$ cat src/rtl/sd4_pkg.sv
// Shared widths, exponent floor and FSM state encoding for the normalization datapath.
package sd4_pkg;

    localparam int SUM_W   = 16;
    localparam int MANT_W  = 4;
    localparam int EXP_W   = 5;
    localparam int EXP_MIN = -16;

    typedef enum logic [1:0] {
        IDLE = 2'd0,
        NORM = 2'd1,
        DONE = 2'd2
    } state_e;

endpackage

$ cat src/rtl/sm_convert.sv
// Two's-complement to sign-magnitude conversion of the aligned sum.
module sm_convert #(
    parameter int SUM_W = sd4_pkg::SUM_W
) (
    input  logic [SUM_W-1:0] sum_i,
    output logic             sign_o,
    output logic [SUM_W-2:0] mag_o,
    output logic             is_min_o
);

    logic [SUM_W-1:0] neg_s;

    // The most negative value has no positive counterpart in SUM_W-1 bits, so it is flagged separately.
    always_comb begin
        neg_s    = (~sum_i) + {{(SUM_W-1){1'b0}}, 1'b1};
        sign_o   = sum_i[SUM_W-1];
        is_min_o = (sum_i == {1'b1, {(SUM_W-1){1'b0}}});
        if (sum_i[SUM_W-1]) begin
            mag_o = neg_s[SUM_W-2:0];
        end else begin
            mag_o = sum_i[SUM_W-2:0];
        end
    end

endmodule

$ cat src/rtl/normalization.sv
// Normalizes an aligned two's-complement sum into a sign-magnitude mantissa and signed exponent,
// shifting one bit per cycle and flushing to zero on exponent underflow.
module normalization #(
    parameter int SUM_W  = sd4_pkg::SUM_W,
    parameter int MANT_W = sd4_pkg::MANT_W,
    parameter int EXP_W  = sd4_pkg::EXP_W
) (
    input  logic              clk,
    input  logic              rst,
    input  logic              in_valid,
    output logic              in_ready,
    input  logic [SUM_W-1:0]  aligned_sum,
    input  logic [EXP_W-1:0]  exp_max,
    output logic              out_valid,
    input  logic              out_ready,
    output logic [MANT_W:0]   signed_pp,
    output logic [EXP_W-1:0]  exp,
    output logic              zero,
    output logic              ovf,
    output logic              uflow
);

    import sd4_pkg::*;

    localparam int               MAG_W     = SUM_W - 1;
    localparam logic [EXP_W-1:0] EXP_MIN_V = EXP_W'(EXP_MIN);

    state_e             state_q, state_d;
    logic [MAG_W-1:0]   mag_q, mag_d, mag_sh_s;
    logic [EXP_W-1:0]   exp_q, exp_d;
    logic               sign_q, sign_d;
    logic [MANT_W:0]    pp_q, pp_d;
    logic               zero_q, zero_d;
    logic               ovf_q, ovf_d;
    logic               uflow_q, uflow_d;
    logic               cv_sign_s;
    logic [MAG_W-1:0]   cv_mag_s;
    logic               cv_min_s;

    sm_convert #(.SUM_W(SUM_W)) u_sm_convert (
        .sum_i    (aligned_sum),
        .sign_o   (cv_sign_s),
        .mag_o    (cv_mag_s),
        .is_min_o (cv_min_s)
    );

    // State, datapath and result registers.
    always_ff @(posedge clk or posedge rst) begin
        if (rst) begin
            state_q <= IDLE;
            mag_q   <= '0;
            exp_q   <= '0;
            sign_q  <= 1'b0;
            pp_q    <= '0;
            zero_q  <= 1'b0;
            ovf_q   <= 1'b0;
            uflow_q <= 1'b0;
        end else begin
            state_q <= state_d;
            mag_q   <= mag_d;
            exp_q   <= exp_d;
            sign_q  <= sign_d;
            pp_q    <= pp_d;
            zero_q  <= zero_d;
            ovf_q   <= ovf_d;
            uflow_q <= uflow_d;
        end
    end

    // Next-state and datapath update; result registers only change on the way into DONE.
    always_comb begin
        state_d  = state_q;
        mag_d    = mag_q;
        exp_d    = exp_q;
        sign_d   = sign_q;
        pp_d     = pp_q;
        zero_d   = zero_q;
        ovf_d    = ovf_q;
        uflow_d  = uflow_q;
        mag_sh_s = {mag_q[MAG_W-2:0], 1'b0};
        case (state_q)
            IDLE: begin
                if (in_valid) begin
                    sign_d  = cv_sign_s;
                    mag_d   = cv_mag_s;
                    exp_d   = exp_max;
                    pp_d    = '0;
                    zero_d  = 1'b0;
                    ovf_d   = 1'b0;
                    uflow_d = 1'b0;
                    if (cv_min_s) begin
                        ovf_d   = 1'b1;
                        pp_d    = {1'b1, {MANT_W{1'b1}}};
                        state_d = DONE;
                    end else if (cv_mag_s == {MAG_W{1'b0}}) begin
                        zero_d  = 1'b1;
                        exp_d   = '0;
                        state_d = DONE;
                    end else if (cv_mag_s[MAG_W-1]) begin
                        pp_d    = {cv_sign_s, cv_mag_s[MAG_W-1 -: MANT_W]};
                        state_d = DONE;
                    end else begin
                        state_d = NORM;
                    end
                end else begin
                    state_d = IDLE;
                end
            end
            NORM: begin
                // Already at the exponent floor: one more shift would underflow.
                if (exp_q == EXP_MIN_V) begin
                    pp_d    = '0;
                    exp_d   = '0;
                    zero_d  = 1'b1;
                    uflow_d = 1'b1;
                    state_d = DONE;
                end else begin
                    mag_d = mag_sh_s;
                    exp_d = exp_q - {{(EXP_W-1){1'b0}}, 1'b1};
                    if (mag_sh_s[MAG_W-1]) begin
                        pp_d    = {sign_q, mag_sh_s[MAG_W-1 -: MANT_W]};
                        state_d = DONE;
                    end else begin
                        state_d = NORM;
                    end
                end
            end
            DONE: begin
                if (out_ready) begin
                    state_d = IDLE;
                end else begin
                    state_d = DONE;
                end
            end
            default: begin
                state_d = IDLE;
            end
        endcase
    end

    assign in_ready  = (state_q == IDLE);
    assign out_valid = (state_q == DONE);
    assign signed_pp = pp_q;
    assign exp       = exp_q;
    assign zero      = zero_q;
    assign ovf       = ovf_q;
    assign uflow     = uflow_q;

endmodule
$ cat config.mk
export PLATFORM = sky130hd
export DESIGN_NAME = normalization
export DESIGN_NICKNAME = d
export VERILOG_FILES = /design/src/rtl/sd4_pkg.sv /design/src/rtl/sm_convert.sv /design/src/rtl/normalization.sv
export SDC_FILE = /design/constraint.sdc
export NUM_CORES = 1
export LEC_CHECK = 0
export BUFFER_PORTS_ARGS = -buffer_cell sky130_fd_sc_hd__buf_2
export CAP_MARGIN = 20
export CORE_MARGIN = 2
export CORE_UTILIZATION = 30
export CTS_CLUSTER_SIZE = 10
export DETAILED_ROUTE_END_ITERATION = 8
export GPL_TIMING_DRIVEN = 0
export SKIP_LAST_GASP = 1
export SLEW_MARGIN = 20
export SYNTH_ARGS = -nofsm -noshare
export SYNTH_HDL_FRONTEND = slang
export SYNTH_HIERARCHICAL = 1
export SYNTH_SLANG_ARGS = --single-unit
$ cat constraint.sdc
create_clock -name clk -period 2.2 [get_ports clk]
set_clock_uncertainty 0.05 [all_clocks]
set_input_delay 0.44 -clock clk [delete_from_list [all_inputs] [get_ports clk]]
set_output_delay 0.44 -clock clk [all_outputs]
set_load 0.01 [all_outputs]
==> metrics.yaml, run 1 <==
vias_per_cell: 5.09
ant_nets: 0
routed_wl_um: 5020
rsz0062_at_grt: "yes"
fin_crit_ps: 2380
min_path_type: "in2async"
first_global_vias: 1828
p_per_area_nw_per_um2: 1070
area_growth_pct: 35.5
drt_iter0_drc: 57
grt_start_max_net_pins: 31
syn_inst: 218
syn_area_per_cell_um2: 8.74
finalMaxSlewViolations: 0
port_buffers: 39
grt_usage: 0.152
async_flop_share: 1.00
synth_area_um2: 1900
routed-wl-met3_um: 193
drc: 0
drive_above_1_share: 0.382
synth_nets: 245
dp_hpwl_um: 3530
drt-met1-wl_um: 2270
setup_slack_ps: -176
worst_setup_path_end_kind: "flip-flop"
fin_nets: 306
fmax_ghz: 0.421
cts-hold-fix-buffers: 0
clock_latency_ps: 280
synth_edf_count: 0
diodes: 0
grt_pass1_wl_um: 8730
arrival_ps: 2490
path_cells: "buf_6 > nor4_4 > nand2_2 > o41ai_4 > xnor2_2 > nor4_2 > nand4_1 > o31a_1 > a221o_1"
start_util: 0.305
ys_seq_area_frac: 0.394
num_io_pins: 40
cts_buffer_depth: 2
grt-ovfl-total: 0
critPathTopFamily: "compound AO/OA/AOI/OAI gates"
cts.clk_slew.worst_paths_ps: 70
clock_sinks: 30
dp_slack_ps: -807
finalSetupTns_ps: -838
cp_max_fo: 5
maxSlewHeadroom: 0.565
rows: 29
die_y_um: 83.7
cts_made_buffers: 5
wire_per_inst_um: 14.1
power_leakage_nw: 1.14
violations: "setup timing"
cts_tree: "done"
ir_drop_mv: 0.473
synthFlopType: "dfrtp_1"
status: "finished with violations"
top_layer: "met4"
antenna_found_initial: 0
period_share: 1.08
drv_cap: 0
synth-warning-count: 6
start_kind: "input port"
ys_ff_latch: 30
drt_first_pass_iters: 4
die_w_um: 83.7
critPathKind: "in2reg"
setup_viol: 6
fp.dieArea_um2: 7000
design_power_total_mw: 2.76
max_stage_delay_ps: 360
cts_root_buf: "clkbuf_8"
vias: 1818
synthDistinctLibCells: 43
required_ps: 2310
cp_num_buf_inv: 1
hold_ws_ps: 198
worst_pin_slew_ps: 651
gp_routability_congestion: 0.750
core_area_um2: 6240
hold_viol_final: 0
critPathSlowestCell: "o31a_1"
cts-htree-levels: 2
dr_wl_met2_um: 2510
-- worst register-to-register path: stages, from the launching register on --
cell      delay [ps]
dfrtp_1          400
inv_1             90
ha_1             180
and4bb_1         200
buf_4            190
nor2_2            70
a21oi_2          310
mux2_2           380
-- sequential cells by signal, indices dropped and copies added, names as in the netlist --
register,count
zero,1
mag_q,14
state_q,2
uflow,1
signed_pp,5
ovf,1
sign_q,1
exp,5
-- cell usage after synthesis (3+ instances only) --
| master | count | share of area |
|---|---|---|
| buf_4 | 4 | 0.016 |
| buf_2 | 4 | 0.011 |
| nand2b_1 | 4 | 0.013 |
| xnor2_1 | 13 | 0.060 |
| a221o_1 | 5 | 0.026 |
| mux2_2 | 6 | 0.035 |
| dfrtp_1 | 30 | 0.39 |
| inv_1 | 10 | 0.020 |
| o22ai_1 | 5 | 0.016 |
| a31oi_1 | 13 | 0.043 |
| nor2_1 | 25 | 0.049 |
| nor4_2 | 3 | 0.020 |
| nand2_1 | 37 | 0.073 |
| a21oi_1 | 10 | 0.026 |
| o21ai_0 | 7 | 0.018 |
| nor3_1 | 8 | 0.021 |
| clkbuf_1 | 4 | 0.0079 |
-- report_power, final --
part           internal [mW]  leakage, nW  switching (mW)
Clock                  0.333       0.0579           0.216
Combinational          0.552        0.720           0.674
Sequential             0.802        0.358           0.179
-- per-layer routing --
| metal | global-route usage | vias to the layer above |
|---|---|---|
| met5 | 0 | - |
| met4 | 0.0381 | 0 |
| met3 | 0.0297 | 4 |
| met2 | 0.258 | 38 |
| met1 | 0.200 | 879 |
| li1 | - | 897 |
-- area by class of cell --
type	instances	area (um2)
Inverter	10	45.0
Fill cell	643	3660
Clock buffer	5	68.8
Timing Repair Buffer	54	344
Buffer	12	67.6
Sequential cell	30	751
Clock inverter	3	40.0
Multi-Input combinational cell	166	1170
Tap cell	77	96.3
-- path summary, 6_finish.rpt --
path,from,to,slack [ps],cells past startpoint
max,aligned_sum[6],exp[1]$_DFFE_PP0P_,-180,9
min,rst,mag_q[12]$_DFFE_PP0P_,200,2
max reg2reg,exp[0]$_DFFE_PP0P_,signed_pp[0]$_DFFE_PP0P_,220,7
min reg2reg,signed_pp[1]$_DFFE_PP0P_,signed_pp[1]$_DFFE_PP0P_,450,1
max in group asynchronous,rst,zero$_DFFE_PP0P_,1480,2
min in group clk,exp_max[4],exp[4]$_DFFE_PP0P_,340,2
-- cells by family after synthesis --
group                    count (synthesis)  share of synthesized area
XOR/XNOR                                13                     0.0598
AND/OR/NAND/NOR                         90                      0.234
flip-flops                              30                      0.394
multiplexers                             7                     0.0414
buffers and inverters                   22                     0.0539
AO/OA/AOI/OAI                           54                      0.204
adder cells (fa/ha/maj)                  2                     0.0131
-- layout by cell type (no fill, tap or decap), types with 4 or more instances in the layout --
cell type / count
clkbuf_8: 5
a221o_1: 5
mux2_2: 6
xnor2_1: 10
a31oi_1: 13
buf_2: 39
nor3_1: 6
a21oi_1: 9
nor2_1: 23
inv_1: 7
o22ai_1: 5
o21ai_0: 6
nand2b_1: 4
buf_4: 18
nand2_1: 35
dfrtp_1: 30
-- timing repair --
action | CTS | global route
pin swaps | 21 | 7
hold endpoints to repair | 0 | 0
resized for setup | 26 | 14
setup buffers | 13 | 3
endpoints found under the setup margin | 13 | 10
-- through the flow --
step           area, um2  utilization  std cells
3_3_place_gp        2200        0.352        334
6_report            2580        0.413        357
4_1_cts             2520        0.404        355
2_1_floorplan       1900            -        218
5_1_grt             2580        0.413        357
3_5_place_dp        2200        0.352        334
(Power assumes the default switching activity.)
==> run 2: changes to the inputs <==
- CORE_UTILIZATION: 30 -> 44
- PLACE_DENSITY: not set -> 0.66
- TNS_END_PERCENT: not set -> 20
==> run 2 against run 1 <==
The run still ends with setup timing left. Via count is 1.0% lower. Critical path depth stayed put. Worst hold slack worse by 1.8 ps. Flip-flop and latch count stayed put. Cell count is 8.1% lower. Highest routed layer unchanged.
==> metrics.yaml, run 2 (synthesized netlist as in run 1, its figures left out) <==
status: "finished with violations"  # unchanged
violations: "setup timing"  # unchanged
cts_made_buffers: 5  # unchanged
required_ps: 2310  # about the same
vias: 1799  # was 1818
fp.dieArea_um2: 4870  # was 7000 um2
clock_sinks: 30  # unchanged
placed_area_um2: 2160  # was 2200 um2
arrival_ps: 2530  # was 2490 ps
rows: 23  # was 29
setup_slack_ps: -222  # was -176 ps
design_power_total_mw: 2.65  # was 2.76 mW
area_growth_pct: 30.2  # was 35.5%
cts-htree-levels: 2  # unchanged
ir_drop_mv: 0.460  # was 0.473 mV
placed_cells: 307  # was 334
reg2reg_depth: 7  # unchanged
finalMaxSlewViolations: 0  # unchanged
rsz0062_at_grt: "yes"  # unchanged
cts_tree: "done"  # unchanged
p_per_area_nw_per_um2: 1070  # about the same
grt_pass1_wl_um: 8360  # was 8730 um
crit_start: "aligned_sum[2]"  # was aligned_sum[6]
die_y_um: 69.8  # was 83.7 um
hold_ws_ps: 196  # was 198 ps
start_kind: "input port"  # unchanged
ant_nets: 0  # unchanged
vias_per_cell: 5.48  # was 5.09
diodes: 0  # unchanged
wire_per_inst_um: 14.3  # was 14.1 um
port_buffers: 39  # unchanged
cp_max_fo: 5  # unchanged
drv_cap: 0  # unchanged
layout_common_cells: "38 x buf_2, 36 x nand2_1, 30 x dfrtp_1"  # was 39 x buf_2, 35 x nand2_1, 30 x dfrtp_1
num_io_pins: 40  # unchanged
fmax_ghz: 0.413  # was 0.421 GHz
fin_crit_ps: 2420  # was 2380 ps
grt_usage: 0.209  # was 0.152
drt_iter0_drc: 125  # was 57
maxSlewHeadroom: 0.568  # was 0.565
grt_start_max_net_pins: 31  # unchanged
drc: 0  # unchanged
fin_nets: 304  # was 306
period_share: 1.10  # was 1.08
worst_pin_slew_ps: 647  # was 651 ps
core_area_um2: 4090  # was 6240 um2
clock_latency_ps: 280  # about the same
first_global_vias: 1827  # was 1828
r2r_setup_slack_ps: 210  # was 220 ps
largest_reg_flops: 14  # unchanged
grt-ovfl-total: 0  # unchanged
dp_hpwl_um: 3280  # was 3530 um
hold_viol_final: 0  # unchanged
critPathKind: "in2reg"  # unchanged
min_path_type: "in2async"  # unchanged
routed_wl_um: 4680  # was 5020 um
drt_first_pass_iters: 4  # unchanged
setup_viol: 5  # was 6
gp_routability_congestion: 0.827  # was 0.750
r2r_end: "signed_pp[0]$_DFFE_PP0P_"  # unchanged
power_leakage_nw: 1.10  # was 1.14 nW
cts_root_buf: "clkbuf_8"  # unchanged
endpoint: "exp[4]$_DFFE_PP0P_"  # was exp[1]$_DFFE_PP0P_
cts.clk_slew.worst_paths_ps: 70  # about the same
final_cell_area_um2: 2480  # was 2580 um2
worst_setup_path_end_kind: "flip-flop"  # unchanged
start_util: 0.466  # was 0.305
rr_startpoint: "exp[0]$_DFFE_PP0P_"  # unchanged
antenna_found_initial: 0  # unchanged
cts_buffer_depth: 2  # unchanged
drive_above_1_share: 0.349  # was 0.382
die_w_um: 69.8  # was 83.7 um
layout.cells.non_filler: 328  # was 357
regMostFlops: "mag_q"  # unchanged
layout_commonest_cell: "buf_2"  # unchanged
-- run 2: cell count changes in the layout (fill, tap and decap cells not counted), sizes merged --
cell	previous run	this run
clkinv	2	1
clkbuf	9	10
buf	62	60
bufinv	1	0
clkinvlp	0	1
-- run 2: cell type report --
class                           instances  area, um2
Inverter                               10       40.0
Sequential cell                        30        751
Multi-Input combinational cell        166       1140
Timing Repair Buffer                   52        328
Buffer                                 12       66.3
Clock inverter                          2       12.5
Fill cell                             390       1610
Clock buffer                            6       82.6
Tap cell                               50       62.6
-- run 2: worst min-delay path by stage --
stage,end,slack (ps),cells past startpoint
after CTS,zero$_DFFE_PP0P_,210,2
after detailed placement,signed_pp[4]$_DFFE_PP0P_,440,1
after floorplan,sign_q$_DFFE_PP0P_,430,1
final,zero$_DFFE_PP0P_,200,2
after global placement,signed_pp[1]$_DFFE_PP0P_,430,1
after global routing,zero$_DFFE_PP0P_,260,2
-- run 2: per-layer routing --
metal | global-route usage | part of all wire
met1 | 0.278 | 0.46
met3 | 0.0392 | 0.055
met5 | 0 | 0
met4 | 0.0641 | 0.012
met2 | 0.345 | 0.47
-- run 2: worst max-delay path, cell delays in order --
cell and delay (ps):
buf_4 150, nor3_4 200, nand2_2 130, o41ai_4 360, xnor2_2 130, nor4_2 210, nand4_1 190, o31a_1 360
a221o_1 350
-- run 2: power breakdown --
group,switching [mW],internal [mW]
Clock,0.214,0.251
Sequential,0.171,0.802
Combinational,0.671,0.542
Total,1.06,1.60
-- run 2: through the flow --
step           setup TNS, ps  setup slack (ps)   util
4_1_cts                -1080              -258  0.605
3_3_place_gp           -5820              -711  0.529
2_1_floorplan           -896              -235      -
6_report                -945              -222  0.607
5_1_grt                -1690              -333  0.607
3_5_place_dp           -6400              -758  0.529
-- run 2: what timing repair did --
item                                   CTS  global route
setup endpoints to repair               13             7
resized for setup                       27             0
hold buffers                             0             0
endpoints found under the hold margin    0             0
pin swaps                               19             3
setup buffers                           12             1
gates cloned                             0             0
